## src/rtl/keypad_col_decoder.sv

```systemverilog
// Column-side keypad decoder: paces the row scanner, debounces a press and offers one code per press.
// Optional: define KEYPAD_MULTIKEY_REJECT_EN to treat several low columns as no press.
module keypad_col_decoder #(
    parameter int SETTLE_CYCLES   = 3,
    parameter int DEBOUNCE_CYCLES = 16
) (
    input  logic       clk,
    input  logic       rst,
    input  logic [3:0] row_drive,
    input  logic [3:0] col_in,
    output logic       scan_en,
    output logic [3:0] key_code,
    output logic       key_valid,
    input  logic       key_ack
);
    localparam int CNT_MAX = (SETTLE_CYCLES > DEBOUNCE_CYCLES) ? SETTLE_CYCLES : DEBOUNCE_CYCLES;
    localparam int CW      = (CNT_MAX > 1) ? $clog2(CNT_MAX) : 1;
    localparam logic [CW-1:0] SETTLE_LAST = CW'(SETTLE_CYCLES - 1);
    localparam logic [CW-1:0] DEB_LAST    = CW'(DEBOUNCE_CYCLES - 1);

    typedef enum logic [2:0] {
        ST_STEP, ST_SETTLE, ST_SAMPLE, ST_DEBOUNCE, ST_VALID, ST_RELEASE
    } state_t;

    state_t        state, state_nx;
    logic [CW-1:0] cnt, cnt_nx, cnt_inc;
    logic [3:0]    col_meta, col_s;
    logic [1:0]    cand_row, cand_col, cand_row_nx, cand_col_nx;
    logic [3:0]    code_q, code_nx;

    logic [3:0] row_low, col_low;
    logic [1:0] row_idx, col_idx;
    logic       row_ok, press;

    // Row/column decode of the current scanner pattern and synchronized columns
    always_comb begin
        row_low = ~row_drive;
        col_low = ~col_s;
        row_ok  = (row_low != 4'h0) && ((row_low & (row_low - 4'h1)) == 4'h0);
        case (row_low)
            4'b0010: row_idx = 2'd1;
            4'b0100: row_idx = 2'd2;
            4'b1000: row_idx = 2'd3;
            default: row_idx = 2'd0;
        endcase
        if (col_low[0])      col_idx = 2'd0;
        else if (col_low[1]) col_idx = 2'd1;
        else if (col_low[2]) col_idx = 2'd2;
        else                 col_idx = 2'd3;
`ifdef KEYPAD_MULTIKEY_REJECT_EN
        press = (col_low != 4'h0) && ((col_low & (col_low - 4'h1)) == 4'h0);
`else
        press = (col_low != 4'h0);
`endif
        cnt_inc = (cnt == {CW{1'b1}}) ? cnt : cnt + CW'(1);
    end

    always_comb begin
        state_nx    = state;
        cnt_nx      = cnt;
        cand_row_nx = cand_row;
        cand_col_nx = cand_col;
        code_nx     = code_q;
        case (state)
            ST_STEP: begin
                cnt_nx   = '0;
                state_nx = ST_SETTLE;
            end
            ST_SETTLE: begin
                cnt_nx = cnt_inc;
                if (cnt == SETTLE_LAST) state_nx = ST_SAMPLE;
            end
            ST_SAMPLE: begin
                if (row_ok && press) begin
                    cand_row_nx = row_idx;
                    cand_col_nx = col_idx;
                    cnt_nx      = '0;
                    state_nx    = ST_DEBOUNCE;
                end else begin
                    state_nx = ST_STEP;
                end
            end
            ST_DEBOUNCE: begin
                if (row_ok && press && (col_idx == cand_col)) begin
                    cnt_nx = cnt_inc;
                    if (cnt == DEB_LAST) begin
                        state_nx = ST_VALID;
                        code_nx  = {cand_row, cand_col};
                    end
                end else begin
                    state_nx = ST_STEP;
                end
            end
            ST_VALID: begin
                if (key_ack) begin
                    cnt_nx   = '0;
                    state_nx = ST_RELEASE;
                end
            end
            ST_RELEASE: begin
                // Any low column restarts the release window, so a held key never repeats
                if (col_s == 4'hF) begin
                    cnt_nx = cnt_inc;
                    if (cnt == DEB_LAST) state_nx = ST_STEP;
                end else begin
                    cnt_nx = '0;
                end
            end
            default: state_nx = ST_STEP;
        endcase
    end

    always_ff @(posedge clk) begin
        if (rst) begin
            state    <= ST_SETTLE;
            cnt      <= '0;
            col_meta <= 4'hF;
            col_s    <= 4'hF;
            cand_row <= 2'd0;
            cand_col <= 2'd0;
            code_q   <= 4'h0;
        end else begin
            state    <= state_nx;
            cnt      <= cnt_nx;
            col_meta <= col_in;
            col_s    <= col_meta;
            cand_row <= cand_row_nx;
            cand_col <= cand_col_nx;
            code_q   <= code_nx;
        end
    end

    assign scan_en   = (state == ST_STEP);
    assign key_valid = (state == ST_VALID);
    assign key_code  = code_q;
endmodule

```

## config.mk

```make
export PLATFORM = sky130hd
export DESIGN_NAME = keypad_col_decoder
export DESIGN_NICKNAME = d
export VERILOG_FILES = /design/src/rtl/keypad_col_decoder.sv
export SDC_FILE = /design/constraint.sdc
export NUM_CORES = 1
export LEC_CHECK = 0
export BUFFER_PORTS_ARGS = -buffer_cell sky130_fd_sc_hd__buf_2
export CAP_MARGIN = 20
export CORE_MARGIN = 1.5
export CORE_UTILIZATION = 45
export DETAILED_ROUTE_END_ITERATION = 12
export PLACE_DENSITY = 0.63
export SLEW_MARGIN = 20
export SYNTH_ARGS = -nofsm -noshare
export SYNTH_HDL_FRONTEND = slang
export SYNTH_SLANG_ARGS = --single-unit
```

## constraint.sdc

```tcl
create_clock -name clk -period 3.5 [get_ports clk]
set_input_delay 0.7 -clock clk [delete_from_list [all_inputs] [get_ports clk]]
set_output_delay 0.7 -clock clk [all_outputs]
set_load 0.01 [all_outputs]
```

* Word level (Yosys, flattened, before mapping) *
Cells that the tools add are included.

storage, ports and cells
  bits in registers = 23
  word-level logic and storage cells = 61

cells by class
  reduce and logical (&&, ||, !) cells = 12
  bitwise operators = 3
  equality and inequality tests = 19
  muxes and demuxes = 18
  $add $sub $neg = 2

operators by type and width
  cell                   count
  $pmux W4 S6            1
  $mux W4                5
  $mux W3                6
  $pmux W3 S6            1
  $eq A4 B4 Y1 const B   3
  $ne A2 B2 Y1 const B   5
  $eq A4 B2 Y1 const B   2
  $not A4 Y4             2
  $reduce_bool A4 Y1     2
  $eq A3 B2 Y1 const B   2
  $eq A3 B3 Y1 const B   2
  $mux W2                3
  $pmux W2 S3            1
  $reduce_bool A6 Y1     1
  $reduce_and A5 Y1      1
  $add A4 B1 Y4 const B  1
  $and A4 B4 Y4          1
  $eq A4 B3 Y1 const B   1
  $logic_not A4 Y1       1
  $reduce_and A4 Y1      1
  $sub A4 B1 Y4 const B  1
  $eq A3 B1 Y1 const B   1
  $logic_and A1 B1 Y1    3
  $logic_not A3 Y1       1
  6 further kinds        6

* Longest topological paths before layout *
  word-level depth = 9
  depth in mapped cells = 7

* Worst setup path before layout *
Ideal clock, no wire load.

  path type = input-to-reg
  start point = input row_drive[3]
  end point = register code_q[1], in the netlist key_code[1]
  path slack = 1763 ps
  buffers on the path = 1
  arrival = 1666 ps
  required time = 3429 ps
  stages on the path = 6
  cell sequence = xnor2_1 -> o211ai_2 -> and3_2 -> buf_6 -> a21bo_2 -> a21oi_1

on the way
  cells in the longest elaborated chain, start to end = 8
  elaborated cells on any way between the ends = 9
  classes of those cells = add/sub (1); bitwise (2); reduce/logical (6)

ends and longest elaborated chain
  element                                 RTL line  RTL
  from (decl)                             9         input logic [3:0] row_drive,
  $not A4 Y4 (*)                          37        row_low = ~row_drive;
  $sub A4 B1 Y4                           39        row_ok = (row_low != 4'h0) && ((row_low & (row_low - 4'h1)) == 4'h0);
  $and A4 B4 Y4                           39
  $logic_not A4 Y1                        39
  $logic_and A1 B1 Y1 (*)                 39
  $logic_and A1 B1 Y1 (*) (2 in a row)    84        if (row_ok && press && (col_idx == cand_col)) begin
  $reduce_and A3 Y1 (no source line) (*)  --
  to (signal assigned)                    129       code_q <= code_nx;
  to (decl)                               29        logic [3:0] code_q, code_nx;

Mark *: on every way between the ends. The rest lies on a longest branch, timed or not.
A chain may end at the register's enable or synchronous reset.

* Final worst setup path *
  start point = register state[2]
  end point = output key_valid

on the way
  cells in the longest elaborated chain, start to end = 1

ends and longest elaborated chain
  element                 RTL line  RTL
  from (decl)             25        state_t state, state_nx;
  from (signal assigned)  123       state <= state_nx;
  $eq A3 B3 Y1            134       assign key_valid = (state == ST_VALID);
  to (decl)               13        output logic key_valid,

Every way passes these cells.

==> flow_summary_export.csv <==
group,metric,value,unit
global_route,overflow,0,
worst_hold_path,min_path_cells,1,
die,fp.dieW,53.7,um
cts,cts_tree,"yes",
worst_setup_path,crit_type,"register to primary output",
yosys,seq_area_frac_synth,0.398,
layout,final_common_cell,"dfxtp_1",
timing,fmax,526,MHz
timing,finalCritPeriodShare,0.543,
placement,dp.cells,169,
route,drc,0,
cts,clock_latency,0.31,ns
timing,final_max_slew_viol_count,0,
cts,cts.htree.levels,1,
worst_setup_path,crit_slowest_cell,"dfxtp_1",
worst_setup_path,crit_buf_inv,1,
worst_setup_path,crit_required,2.80,ns
cts,clockBufferDepth,2,
die,num_rows,18,
global_route,gr-usage-all-layers,0.167,
route,drtIter0Drc,14,
outcome,run_status,"finished, final reports clean",
yosys,synth_largest_area_cell,"dfxtp_1",
timing,setup_viol_count_final,0,
timing,tightest_slew,0.496,ns
cts,cts_resized,0,
placement,io_buffers,16,
timing,rsz0062_at_grt,"false",
yosys,synthCells,129,
run,drv_cap,0,
timing,hold_violations,0,
timing,finalCriticalPeriod,1.90,ns
power_and_ir_drop,p_leak,0.000523,uW
layout,final_cells,173,
worst_setup_path,max_stage_delay,0.52,ns
placement,gp_congestion,0.880,
timing,clock_skew,0.00150,ns
cts,clkTransAtPathRegs,0.12,ns
global_route,grt_pass1_wl,3570,um
worst_setup_path,crit_fanout,10,
die,initial_utilization,0.471,
yosys,synthTopCellsByArea,"dfxtp_1 (40%), a21oi_1 (4.3%), or2_2 (4.3%), nand2_1 (3.6%), nor2_1 (3.6%)",
yosys,synth_seq_cells,23,
route,postRouteAntennaNets,0,
yosys,ys_types,38,
worst_setup_path,worst-path-stages,2,
worst_hold_path,min_path_type,"register to register",
cts,cts_num_sinks,23,
layout,mostFrequentLayoutCells,"dfxtp_1 (23), buf_2 (16), nor2_1 (11), nand2_1 (11), a21oi_1 (10)",
cts,cts_root_buf,"clkbuf_4",
route,post_drt_wl_per_cell,12.1,um
yosys,ys.warnings.count,0,
timing,setup_ws,1.60,ns
die,die-area,0.00288,mm^2
placement,place_hpwl,1500,um
route,vias_per_cell,5.53,
yosys,syn_area,0.00116,mm^2
layout,drive_above_1_share,0.280,
worst_setup_path,crit_chain,"nor3b_1 -> buf_2",
power_and_ir_drop,ir_drop,0.238,mV
die,io_pins,17,
timing,fin_tns_setup,0,ns
worst_setup_path,startpoint_type,"register",
yosys,syn_nets,142,
global_route,grt_antenna_before_repair,0,
timing,slew_headroom,0.665,
cts,post_cts_buffers,0,
route,drt-pass1-iter-count,5,
yosys,syn-mean-instance-area,8.96,um^2
global_route,grt_pass1_vias,856,
layout,syn_to_final_growth,7.47,%
layout,nNetsFinal,157,
worst_setup_path,cp_data_arrival_time,1.20,ns
worst_setup_path,r2r_cells,6,
die,fp.dieH,53.7,um
placement,pre_cts_slack,1.50,ns
layout,antenna_cells,0,
power_and_ir_drop,pwr_density_cell,453,mW/mm^2
global_route,grt_max_degree,26,
route,vias,956,
layout,final_util,0.506,
cts,hold_buffers,0,
worst_setup_path,crit_family,"flip-flops",
yosys,yosysTopAreaCellShare,0.398,
die,fp.coreArea,0.00245,mm^2
worst_setup_path,endpoint_kind,"primary output",
cts,cts_made_buffers,3,
route,routed_wl,2090,um
[area by class of cell]
class	count	area, um^2
tap	30	37.5
inverter	3	11.3
clock buffer	3	22.5
sequential	23	460
clock inverter	1	5.00
timing repair buffer	16	80.1
fill	237	1210
multi-input combinational	97	626
[where the power goes]
| group | internal (uW) | switching [uW] |
|---|---|---|
| logic | 61.7 | 59.8 |
| registers | 284 | 33.9 |
| clock network | 42.7 | 80.1 |
[stage by stage]
step	instance area [um^2]	hold slack, ns	total power, uW
global route	1240	0.443	602
detailed placement	1210	0.394	445
finish	1240	0.423	562
CTS	1240	0.425	567
global placement	1210	0.391	439
floorplan	1160	0.389	424
[final timing paths]
kind	from	end	slack (ns)
setup / recovery	state[2]$_SDFFE_PP0P_	key_valid	1.60
hold / removal	col_meta[0]$_SDFF_PP1_	col_s[0]$_SDFF_PP1_	0.42
setup reg to reg	cnt[0]$_SDFFE_PP0P_	key_code[3]$_SDFFE_PP0P_	1.83
hold reg to reg	col_meta[0]$_SDFF_PP1_	col_s[0]$_SDFF_PP1_	0.42
[flip-flops by register name, summed over array words and instances (netlist names)]
register	cells
cnt	4
col_meta	4
col_s	4
key_code	4
state	3
cand_col	2
cand_row	2
[kinds of logic (layout without fill, tap and decap cells)]
| group | count (synthesis) | count (layout) | synth area share |
|---|---|---|---|
| xor+xnor | 2 | 2 | 0.0152 |
| simple gates | 60 | 60 | 0.292 |
| fa+ha+maj | 2 | 2 | 0.0216 |
| flops | 23 | 23 | 0.398 |
| mux | 2 | 2 | 0.0173 |
| compound gates | 31 | 31 | 0.195 |
| buf+inv | 9 | 23 | 0.0606 |
[routing by layer]
layer / global-route usage / wire length, um / part of all wire
met5: 0 / 0 / 0
met3: 0.0333 / 85 / 0.041
met4: 0.0726 / 32 / 0.015
met2: 0.258 / 952 / 0.45
met1: 0.224 / 1020 / 0.49
[synth_stat cells (all sizes together)]
cell	instances
and2	1
ha	2
xor2	1
xnor2	1
and3	5
nor3b	2
a31oi	2
a311o	1
a32o	2
nor2b	2
nand4	4
clkbuf	2
nand4b	2
and4	1
a21oi	12
nand2	11
nor2	11
inv	3
o211ai	3
buf	4
nor4b	2
a21bo	4
o2bb2ai	1
and4bb	1
or2	8
dfxtp	23
nand3b	1
o21ai	3
mux2i	2
o2111ai	1
a211oi	2
nand3	7
nor3	2
Power figures use the tool's default switching activity.
